[src/rtl/tx_char_sequencer_pkg.sv]
// Shared ISO7816 transmit-side definitions: sequencer state encodings and defaults.
package tx_char_sequencer_pkg;

  typedef enum logic [2:0] {
    IDLE  = 3'd0,
    LOAD  = 3'd1,
    SEND  = 3'd2,
    GUARD = 3'd3,
    HALT  = 3'd4,
    DRAIN = 3'd5
  } seqState_t;

  localparam int         ETU_DEFAULT         = 372;
  localparam logic [2:0] RETRY_LIMIT_DEFAULT = 3'd4;

  // A character may already be owned by the transmit core in these states.
  function automatic logic flushToDrain(input seqState_t s);
    return (s == LOAD) || (s == SEND) || (s == DRAIN);
  endfunction

endpackage

[src/rtl/tx_char_sequencer_if.sv]
// Load handshake and frame status between the sequencer (master) and the transmit core (slave).
interface tx_char_sequencer_if;
  logic [7:0] txData;
  logic       txLoad;
  logic       txFull;
  logic       txRun;
  logic       txStopBits;

  modport master (output txData, txLoad, input txFull, txRun, txStopBits);
  modport slave  (input txData, txLoad, output txFull, txRun, txStopBits);
endinterface

[src/rtl/tx_byte_fifo.sv]
// Byte FIFO with flush; write visible at head the cycle after wrEn, level counts stored entries.
// Writes while full are dropped; flush wins over a simultaneous write or pop.
module tx_byte_fifo #(
  parameter int DEPTH_LOG2 = 3
) (
  input  logic                clk,
  input  logic                nReset,
  input  logic                flush,
  input  logic [7:0]          wrData,
  input  logic                wrEn,
  input  logic                pop,
  output logic [7:0]          headData,
  output logic                full,
  output logic [DEPTH_LOG2:0] level
);
  localparam int DEPTH = 1 << DEPTH_LOG2;

  logic [7:0]            mem [DEPTH];
  logic [DEPTH_LOG2-1:0] wrPtr;
  logic [DEPTH_LOG2-1:0] rdPtr;
  logic                  push;
  logic                  popOk;

  assign push     = wrEn & ~full & ~flush;
  assign popOk    = pop & (level != '0) & ~flush;
  assign full     = level[DEPTH_LOG2];
  assign headData = mem[rdPtr];

  always_ff @(posedge clk or negedge nReset) begin
    if (!nReset) begin
      wrPtr <= '0;
      rdPtr <= '0;
      level <= '0;
      for (int i = 0; i < DEPTH; i++) mem[i] <= '0;
    end else begin
      if (push) begin
        mem[wrPtr] <= wrData;
        wrPtr      <= wrPtr + DEPTH_LOG2'(1);
      end
      if (popOk) rdPtr <= rdPtr + DEPTH_LOG2'(1);
      if (flush) begin
        wrPtr <= '0;
        rdPtr <= '0;
        level <= '0;
      end else if (push && !popOk) begin
        level <= level + (DEPTH_LOG2 + 1)'(1);
      end else if (popOk && !push) begin
        level <= level - (DEPTH_LOG2 + 1)'(1);
      end
    end
  end
endmodule

[src/rtl/tx_char_sequencer.sv]
// Feeds queued bytes to the ISO7816 transmit core with extra guard time and T=0 retransmission.
// txLoad two cycles after a write into an idle, empty queue; holds txLoad until the core raises txFull.
module tx_char_sequencer
  import tx_char_sequencer_pkg::*;
#(
  parameter int FIFO_DEPTH_LOG2     = 3,
  parameter int CLOCK_PER_BIT_WIDTH = 13,
  parameter int GUARD_WIDTH         = 8
) (
  input  logic                           clk,
  input  logic                           nReset,
  input  logic [7:0]                     wrData,
  input  logic                           wrEn,
  output logic                           wrFull,
  output logic [FIFO_DEPTH_LOG2:0]       wrLevel,
  input  logic                           flush,
  input  logic [CLOCK_PER_BIT_WIDTH-1:0] clocksPerBit,
  input  logic [GUARD_WIDTH-1:0]         guardEtu,
  input  logic                           errorDetectEn,
  input  logic [2:0]                     retryLimit,
  input  logic                           ioIn,
  tx_char_sequencer_if.master            tx,
  output logic                           busy,
  output logic                           charDone,
  output logic                           txError
);
  localparam logic [CLOCK_PER_BIT_WIDTH-1:0] CLK_ONE = CLOCK_PER_BIT_WIDTH'(1);
  localparam logic [GUARD_WIDTH-1:0]         ETU_ONE = GUARD_WIDTH'(1);

  seqState_t                      state;
  logic [7:0]                     headData;
  logic                           loadReq;
  logic                           stopPrev;
  logic                           runPrev;
  logic                           sampling;
  logic                           errFlag;
  logic [2:0]                     retryCnt;
  logic [CLOCK_PER_BIT_WIDTH-1:0] clkCnt;
  logic [GUARD_WIDTH-1:0]         etuCnt;
  logic                           guardDone;
  logic                           popHead;

  assign guardDone = (etuCnt >= guardEtu);
  // Pop on the same edge that pulses charDone so IDLE never sees a stale level.
  assign popHead   = (state == GUARD) & guardDone & ~errFlag;

  tx_byte_fifo #(.DEPTH_LOG2(FIFO_DEPTH_LOG2)) fifo (
    .clk      (clk),
    .nReset   (nReset),
    .flush    (flush),
    .wrData   (wrData),
    .wrEn     (wrEn),
    .pop      (popHead),
    .headData (headData),
    .full     (wrFull),
    .level    (wrLevel)
  );

  assign tx.txData = headData;
  assign tx.txLoad = loadReq;
  assign busy      = (state != IDLE) | (wrLevel != '0);

  always_ff @(posedge clk or negedge nReset) begin
    if (!nReset) begin
      state    <= IDLE;
      loadReq  <= 1'b0;
      charDone <= 1'b0;
      txError  <= 1'b0;
      retryCnt <= 3'd0;
      errFlag  <= 1'b0;
      sampling <= 1'b0;
      clkCnt   <= '0;
      etuCnt   <= '0;
      stopPrev <= 1'b0;
      runPrev  <= 1'b0;
    end else begin
      stopPrev <= tx.txStopBits;
      runPrev  <= tx.txRun;
      charDone <= 1'b0;
      if (flush) begin
        state    <= flushToDrain(state) ? DRAIN : IDLE;
        loadReq  <= 1'b0;
        txError  <= 1'b0;
        retryCnt <= 3'd0;
        errFlag  <= 1'b0;
        sampling <= 1'b0;
      end else begin
        case (state)
          IDLE: begin
            if (wrLevel != '0 && !txError) begin
              state   <= LOAD;
              loadReq <= 1'b1;
            end
          end
          LOAD: begin
            if (tx.txFull) begin
              state    <= SEND;
              loadReq  <= 1'b0;
              sampling <= 1'b0;
            end
          end
          SEND: begin
            // The receiver's error signal is checked 1 ETU into the stop bits (11 ETU from start).
            if (sampling) begin
              if (clkCnt == clocksPerBit) begin
                errFlag  <= errorDetectEn & ~ioIn;
                sampling <= 1'b0;
              end else begin
                clkCnt <= clkCnt + CLK_ONE;
              end
            end
            if (tx.txStopBits && !stopPrev) begin
              sampling <= 1'b1;
              clkCnt   <= CLK_ONE;
            end
            if (runPrev && !tx.txRun) begin
              state    <= GUARD;
              sampling <= 1'b0;
              clkCnt   <= '0;
              etuCnt   <= '0;
            end
          end
          GUARD: begin
            if (guardDone) begin
              clkCnt <= '0;
              etuCnt <= '0;
              if (!errFlag) begin
                charDone <= 1'b1;
                retryCnt <= 3'd0;
                state    <= IDLE;
              end else if (retryCnt < retryLimit) begin
                retryCnt <= retryCnt + 3'd1;
                errFlag  <= 1'b0;
                loadReq  <= 1'b1;
                state    <= LOAD;
              end else begin
                txError <= 1'b1;
                state   <= HALT;
              end
            end else if (clkCnt == clocksPerBit - CLK_ONE) begin
              clkCnt <= '0;
              etuCnt <= etuCnt + ETU_ONE;
            end else begin
              clkCnt <= clkCnt + CLK_ONE;
            end
          end
          HALT: state <= HALT;
          DRAIN: begin
            if (!tx.txRun && !tx.txFull) state <= IDLE;
          end
          default: state <= IDLE;
        endcase
      end
    end
  end
endmodule

[src/flat_wrapper.sv]
// flat-port wrapper written by rule: the top's interface ports become plain ports
module tx_char_sequencer_flat import tx_char_sequencer_pkg::*;
#(
  parameter int FIFO_DEPTH_LOG2     = 3,
  parameter int CLOCK_PER_BIT_WIDTH = 13,
  parameter int GUARD_WIDTH         = 8
)
  (clk, nReset, wrData, wrEn, wrFull, wrLevel, flush, clocksPerBit, guardEtu, errorDetectEn, retryLimit, ioIn, busy, charDone, txError, tx_txData, tx_txLoad, tx_txFull, tx_txRun, tx_txStopBits);
  tx_char_sequencer_if tx_i ();
  input  logic clk;
  input  logic nReset;
  input  logic [7:0] wrData;
  input  logic wrEn;
  output logic wrFull;
  output logic [FIFO_DEPTH_LOG2:0] wrLevel;
  input  logic flush;
  input  logic [CLOCK_PER_BIT_WIDTH-1:0] clocksPerBit;
  input  logic [GUARD_WIDTH-1:0] guardEtu;
  input  logic errorDetectEn;
  input  logic [2:0] retryLimit;
  input  logic ioIn;
  output logic busy;
  output logic charDone;
  output logic txError;
  output wire logic [$bits(tx_i.txData)-1:0] tx_txData;
  output wire logic [$bits(tx_i.txLoad)-1:0] tx_txLoad;
  input wire logic [$bits(tx_i.txFull)-1:0] tx_txFull;
  input wire logic [$bits(tx_i.txRun)-1:0] tx_txRun;
  input wire logic [$bits(tx_i.txStopBits)-1:0] tx_txStopBits;
  assign tx_txData = tx_i.txData;
  assign tx_txLoad = tx_i.txLoad;
  assign tx_i.txFull = tx_txFull;
  assign tx_i.txRun = tx_txRun;
  assign tx_i.txStopBits = tx_txStopBits;
  tx_char_sequencer #(.FIFO_DEPTH_LOG2(FIFO_DEPTH_LOG2), .CLOCK_PER_BIT_WIDTH(CLOCK_PER_BIT_WIDTH), .GUARD_WIDTH(GUARD_WIDTH)) u_core (.clk(clk), .nReset(nReset), .wrData(wrData), .wrEn(wrEn), .wrFull(wrFull), .wrLevel(wrLevel), .flush(flush), .clocksPerBit(clocksPerBit), .guardEtu(guardEtu), .errorDetectEn(errorDetectEn), .retryLimit(retryLimit), .ioIn(ioIn), .tx(tx_i), .busy(busy), .charDone(charDone), .txError(txError));
endmodule
[config.mk]
export PLATFORM = sky130hd
export DESIGN_NAME = tx_char_sequencer_flat
export DESIGN_NICKNAME = d
export VERILOG_FILES = /design/src/rtl/tx_char_sequencer_pkg.sv /design/src/rtl/tx_char_sequencer_if.sv /design/src/rtl/tx_byte_fifo.sv /design/src/rtl/tx_char_sequencer.sv /design/src/flat_wrapper.sv
export SDC_FILE = /design/constraint.sdc
export NUM_CORES = 1
export LEC_CHECK = 0
export ABC_AREA = 1
export CORE_MARGIN = 4
export CORE_UTILIZATION = 45
export DETAILED_ROUTE_END_ITERATION = 12
export DONT_BUFFER_PORTS = 1
export PLACE_DENSITY = 0.66
export SLEW_MARGIN = 15
export SYNTH_ARGS = -nofsm -noshare
export SYNTH_HDL_FRONTEND = slang
export SYNTH_SLANG_ARGS = --single-unit
[constraint.sdc]
create_clock -name clk -period 2.1 [get_ports clk]
set_input_delay 0.42 -clock clk [delete_from_list [all_inputs] [get_ports clk]]
set_output_delay 0.42 -clock clk [all_outputs]
set_load 0.03 [all_outputs]
==> results.py, run 1 <==
metrics = {
    "yosys": {
        "synthFlopType": "dfrtp_1",
        "synth_top_cell_by_area": "dfrtp_1",
        "synthDistinctLibCells": 39,
        "synthArstFlopShare_pct": 100,
        "syn_avg_cell_area_um2": 7.18,
        "synth_nets": 972,
        "synth.top_cell.area_share_pct": 41.3,
        "postSynthCellCount": 912,
        "netlist_area_um2": 6550,
        "synth_warnings": 0,
        "synth_seq_cells": 108,
        "ys_seq_area_share_pct": 41.3,
        "yosys-top-cells-area": "dfrtp_1, nand2_1, o21ai_0, inv_1, nor2_1",
        "synth_edf_count": 0,
    },
    "timing": {
        "worst_slew_pin_slew_ps": 643,
        "fin_crit_sh_pct": 106,
        "setup_viol": 36,
        "min_period_ps": 2230,
        "rsz0062_at_grt": "yes",
        "whs_ps": -253,
        "drv_slew": 0,
        "slew_headroom_pct": 57.1,
        "finalClockSkew_ps": 9.82,
        "finalHoldViolCount": 108,
        "fmax_ghz": 0.448,
        "worst_slack_ps": -134,
    },
    "critical_path": {
        "worstPathArrival_ps": 2490,
        "reg2reg_from": "u_core.etuCnt[5]",
        "rrSetupSlack_ps": -130,
        "cp_common_cell": "a21oi_2",
        "path_cells": "ha_4 -> a21oi_2 -> nor2_2 -> nor3_2 -> nand3_4 -> nand3_4 -> nand2_4 -> ha_4 -> a21oi_2 -> nand2_2 -> a21oi_2 -> nor2_1 -> nand2_1 -> nand2_1",
        "cp_max_fo": 4,
        "required_ps": 2360,
        "crit_path_start_kind": "flip-flop",
        "slowest_stage": "dfrtp_1",
        "crit_path_end_kind": "flip-flop",
        "rr_worst_depth": 14,
        "cp-startpoint": "u_core.etuCnt[5]",
        "regToRegEndpoint": "u_core.fifo.level[3]",
        "slowest_delay_ps": 410,
        "path_class": "reg2reg",
    },
    "pwr": {
        "leakage_nw": 3.96,
        "powerDensity_nw_per_um2": 1020,
        "power_mw": 8.31,
        "vdd_ir_drop_max_v": 0.000780,
    },
    "cts": {
        "cts_tree": "done",
        "h-tree-depth": 3,
        "cts_buffers": 9,
        "clock_latency_ps": 360,
        "root_buffer": "clkbuf_16",
        "cts_sinks": 108,
        "clk_pin_slew_ps": 80,
        "clockBufferDepth": 2,
    },
    "detailed_routing": {
        "wl_met3_um": 802,
        "detail_route.wl_per_cell_um": 14.7,
        "wirelength_mm": 17.0,
        "met2_length_mm": 8.42,
        "wl_met1_mm": 7.47,
        "drcViolationCount": 0,
        "first_iter_violations": 470,
        "drt-vias-per-instance": 5.28,
        "ant_nets": 0,
        "vias": 6092,
        "dr.max_layer_used": "met4",
        "firstDrtPassIters": 5,
    },
    "grt": {
        "grt_overflow": 0,
        "grt_pass1_wl_mm": 28.5,
        "antenna_found_initial": 0,
        "grt_pass1_vias": 5976,
        "grt_usage_pct": 21.1,
        "grt_max_degree": 109,
    },
    "die": {
        "num_rows": 43,
        "ios": 58,
        "fp.dieW_um": 129,
        "dieArea_um2": 16600,
        "initial_utilization_pct": 46.5,
        "core_area_um2": 14100,
        "die_h_um": 129,
    },
    "run_status": {
        "violations": "hold timing, setup timing",
        "outcome": "finished with violations",
    },
    "layout": {
        "insertedDiodeCount": 0,
        "drive_gt1_share_pct": 22.6,
        "area_growth_pct": 24.2,
        "final_nets": 1029,
    },
    "placement": {
        "place_ws_ps": -112,
        "portBuffers": 0,
        "dp_hpwl_mm": 11.7,
        "place_congestion": 0.863,
    },
    "run": {
        "timing.max_cap.violations": 0,
    },
    "worst_hold_path": {
        "min_path_type": "in2async",
    },
}
sequential cells by signal, indices dropped and copies added (netlist names):
name	count
u_core.stopPrev	1
u_core.etuCnt	8
u_core.sampling	1
u_core.runPrev	1
u_core.fifo.level	4
u_core.retryCnt	3
u_core.state	3
u_core.charDone	1
u_core.fifo.rdPtr	3
u_core.errFlag	1
u_core.fifo.mem	64
u_core.tx.txLoad	1
u_core.txError	1
u_core.clkCnt	13
u_core.fifo.wrPtr	3
critical path: cells and delay by family (launching register included):
kind                     cells  cell delay (ps)
flip-flops                   1              410
AO/OA/AOI/OAI                3              370
AND/OR/NAND/NOR              9              840
adder cells (fa/ha/maj)      2              500
how the worst max path moves through the flow:
| stage | to | slack, ps | depth (start not counted) |
|---|---|---|---|
| floorplan | u_core.fifo.level[3] | -60 | 16 |
| global placement | u_core.fifo.level[3] | -90 | 16 |
| detailed placement | u_core.fifo.level[3] | -110 | 15 |
| CTS | tx_txData[7] | -130 | 7 |
| global route | u_core.fifo.level[3] | -280 | 15 |
| finish | u_core.fifo.level[3] | -130 | 14 |
layout make-up:
class | instances | area (um2)
Tap cell | 180 | 225
Inverter | 124 | 484
Clock inverter | 6 | 119
Timing Repair Buffer | 71 | 656
Multi-Input combinational cell | 655 | 3710
Sequential cell | 108 | 2710
Clock buffer | 10 | 239
Fill cell | 1330 | 5960
routing by layer:
metal | GRT usage (%) | vias to the layer above
li1 | - | 3049
met1 | 26.8 | 2885
met2 | 35.6 | 132
met3 | 5.15 | 26
met4 | 6.61 | 0
met5 | 0 | -
kinds of logic (layout without fill, tap and decap cells):
kind of cell	Yosys count	count (layout)	synth area share (%)
DFF	108	108	41.3
and+or+nand+nor	444	445	29.6
AOI/OAI and AO/OA	178	178	14.8
buffers and inverters	150	211	8.88
xor gates and xnor gates	13	13	1.74
adders and majority gates	19	19	3.74
where the power goes:
part	switching, mW	total (mW)	internal (mW)
clock network	0.817	2.03	1.21
logic	1.99	3.29	1.29
registers	0.386	2.99	2.61
total	3.20	8.31	5.11
through the flow:
stage          TNS (ps)  util, %  instances  cell area, um2
2_1_floorplan      -127        -        912            6660
3_3_place_gp       -588     51.5       1125            7270
3_5_place_dp      -1450     51.5       1125            7270
4_1_cts            -725     54.8       1144            7720
5_1_grt           -6000     57.7       1154            8140
6_report          -1720     57.7       1154            8140
cells in the mapped netlist (2+ instances only):
master and number:
o21ai_0 113, nor3_2 3, nor2_4 3, dfrtp_1 108
ha_1 18, clkbuf_1 19, inv_1 109, clkinv_1 2
nand4_1 19, xor2_1 9, nand2_2 8, nor3_1 12
buf_2 3, xnor2_1 4, inv_2 13, nand3_2 4
a31oi_1 11, o21ai_2 8, nand3_1 39, buf_4 2
nor2_2 9, a21oi_1 26, o21ai_1 6, o211ai_1 10
nand3b_1 2, nor2_1 92, nand2_1 248
layout by cell type (no fill, tap or decap), drive strengths merged:
cell type,count
xor2,9
o21ai,127
o31ai,1
o22ai,1
clkbuf,10
o2111ai,1
nor3,15
xnor2,4
inv,123
a21oi,26
buf,71
nand3,45
nand4,20
nand2,256
fa,1
clkinv,4
a22oi,1
ha,18
o211ai,10
nand3b,2
a31oi,11
dfrtp,108
bufinv,3
or2,2
nor2,105
repair_timing:
action / 4_1_cts / 5_1_grt
hold endpoints to repair: 108 / 108
cloned: 1 / 0
resized for setup: 29 / 103
pin swaps: 12 / 35
setup endpoints to repair: 23 / 38
buffers inserted: 2 / 10
(Power assumes the default switching activity.)
==> inputs of run 2 (changes only) <==
--- a/config.mk
+++ b/config.mk
@@ -6,11 +6,12 @@
 export NUM_CORES = 1
 export LEC_CHECK = 0
 export ABC_AREA = 1
+export ABC_CLOCK_PERIOD_IN_PS = 2100
 export CORE_MARGIN = 4
 export CORE_UTILIZATION = 45
 export DETAILED_ROUTE_END_ITERATION = 12
 export DONT_BUFFER_PORTS = 1
-export PLACE_DENSITY = 0.66
+export PLACE_DENSITY_LB_ADDON = 0.12
 export SLEW_MARGIN = 15
 export SYNTH_ARGS = -nofsm -noshare
 export SYNTH_HDL_FRONTEND = slang
==> run 2 against run 1 <==
The flow still finishes with violations (hold timing, setup timing). Fmax fell by 0.49%. Highest routed layer unchanged. Non-clock buffer count rose by 7. Worst setup slack got worse by 11 ps.
==> results.py, run 2 (synthesized netlist as in run 1, its figures left out) <==
metrics = {
    "run_status": {
        "outcome": "finished with violations",
        "violations": "hold timing, setup timing",
    },
    "critical_path": {
        "regToRegEndpoint": "u_core.fifo.level[3]",
        "crit_family": "flip-flops",
        "cp_common_cell": "nor2_1",
        "reg2reg_from": "u_core.etuCnt[7]",
        "rr_worst_depth": 15,
        "slowest_stage": "dfrtp_2",
        "crit_buf_inv": 3,
        "required_ps": 1680,
        "crit_path_end_kind": "output port",
        "path_cells": "inv_4 -> buf_12 -> nor2_1 -> o21ai_1 -> nor2_1 -> a31oi_1 -> buf_4",
        "cp_max_fo": 8,
        "path_class": "reg2out",
        "slowest_delay_ps": 530,
        "crit_path_start_kind": "flip-flop",
        "worstPathArrival_ps": 1830,
        "rrSetupSlack_ps": -120,
    },
    "pwr": {
        "leakage_nw": 3.91,
        "vdd_ir_drop_max_v": 0.000568,
        "powerDensity_nw_per_um2": 962,
    },
    "die": {
        "fp.dieW_um": 129,
        "ios": 58,
        "num_rows": 43,
        "dieArea_um2": 16600,
        "initial_utilization_pct": 46.5,
        "die_h_um": 129,
        "core_area_um2": 14100,
    },
    "timing": {
        "worst_slew_pin_slew_ps": 501,
        "worst_slack_ps": -145,
        "finalHoldViolCount": 108,
        "rsz0062_at_grt": "yes",
        "fmax_ghz": 0.445,
        "min_period_ps": 2250,
        "drv_slew": 0,
        "slew_headroom_pct": 66.6,
        "finalClockSkew_ps": 7.22,
        "setup_viol": 13,
        "fin_crit_sh_pct": 107,
        "whs_ps": -251,
    },
    "cts": {
        "root_buffer": "clkbuf_16",
        "cts_tree": "done",
        "clock_latency_ps": 360,
        "clockBufferDepth": 2,
        "clk_pin_slew_ps": 80,
        "cts_buffers": 9,
        "h-tree-depth": 3,
        "cts_sinks": 108,
    },
    "layout": {
        "fin_util_pct": 57.0,
        "fill_cells": 1298,
        "final_common_cell": "nand2_1",
        "final_area_um2": 8030,
        "instances_no_fill": 1161,
        "drive_gt1_share_pct": 21.0,
        "reg_top3": "u_core.fifo.mem (64), u_core.clkCnt (13), u_core.etuCnt (8)",
        "insertedDiodeCount": 0,
        "largest_reg_flops": 64,
        "area_growth_pct": 22.6,
        "multiInputGateArea_um2": 3600,
        "final_nets": 1036,
        "register_area_um2": 2710,
        "regMostFlops": "u_core.fifo.mem",
        "final_cell_mix": "nand2_1, dfrtp_1, inv_1",
    },
    "grt": {
        "grt_pass1_wl_mm": 28.9,
        "grt_overflow": 0,
        "grt_max_degree": 109,
        "grt_use_met2_pct": 37.3,
        "use_met1_pct": 26.8,
        "antenna_found_initial": 0,
        "grt_pass1_vias": 6100,
        "busiest_layer": "met2",
        "grt_usage_pct": 21.6,
        "grt_use_met3_pct": 3.69,
    },
    "detailed_routing": {
        "wirelength_mm": 17.6,
        "drt-vias-per-instance": 5.30,
        "detail_route.wl_per_cell_um": 15.2,
        "vias": 6156,
        "first_iter_violations": 332,
        "ant_nets": 0,
        "drcViolationCount": 0,
        "firstDrtPassIters": 5,
    },
    "placement": {
        "dp.cells": 1126,
        "place_congestion": 0.907,
        "place_ws_ps": -190,
        "dp_hpwl_mm": 12.4,
        "portBuffers": 0,
        "placed_area_um2": 7240,
    },
    "run": {
        "timing.max_cap.violations": 0,
    },
    "worst_hold_path": {
        "min_path_type": "in2async",
    },
}
## run 2: where the power goes
part | switching, mW | total [mW] | leakage (nW) | internal, mW
sequential | 0.390 | 2.99 | 1.37 | 2.60
combinational | 1.87 | 3.04 | 2.40 | 1.16
clock | 0.858 | 1.70 | 0.142 | 0.837
total | 3.12 | 7.73 | 3.91 | 4.60
## run 2: repair_timing
item	4_1_cts	5_1_grt
resized for setup	51	52
hold endpoints to repair	108	108
endpoints found under the setup margin	31	36
buffers inserted	11	3
pin swaps	8	18
cloned	2	4
## run 2: worst reg2reg max path, cell delays in order, from the launching register on
cell	delay (ps)
dfrtp_1	410
ha_4	260
nand2_1	70
inv_1	40
nor3_2	220
nand3_4	130
nand3_4	120
nand2_4	100
ha_4	310
nand3_2	80
nand2_2	80
nand3_2	80
nand2_2	80
inv_2	30
nand2_1	50
nand2_1	40
## run 2: worst max path at each step
| stage | start | to | slack, ps | depth (start not counted) |
|---|---|---|---|---|
| CTS | u_core.etuCnt[5] | u_core.fifo.level[3] | -130 | 14 |
| detailed placement | guardEtu[1] | u_core.fifo.level[3] | -190 | 16 |
| global route | u_core.etuCnt[5] | u_core.fifo.level[3] | -290 | 14 |
| floorplan | guardEtu[1] | u_core.fifo.level[3] | -60 | 16 |
| global placement | guardEtu[3] | u_core.fifo.level[3] | -100 | 16 |
| finish | u_core.fifo.rdPtr[0] | tx_txData[0] | -150 | 7 |
## run 2: final cells by class
class / count / share of cell area [%]
repair buffers: 78 / 9.08
flip-flops and latches: 108 / 33.7
clock inverters: 7 / 0.841
well taps: 180 / 2.80
clock buffers: 9 / 2.80
multi-input cells: 655 / 44.9
inverters: 124 / 5.92
## run 2: metal layers
metal | up-vias | share of wire [%]
li1 | 3075 | -
met1 | 2897 | 43
met2 | 149 | 50
met3 | 35 | 4.7
met4 | 0 | 2.7
met5 | - | 0
## run 2: through the flow
step	total power [mW]	setup TNS, ps
6_report	7.73	-1180
2_1_floorplan	4.94	-127
3_5_place_dp	5.76	-2490
4_1_cts	7.61	-774
5_1_grt	8.29	-4620
3_3_place_gp	5.66	-932
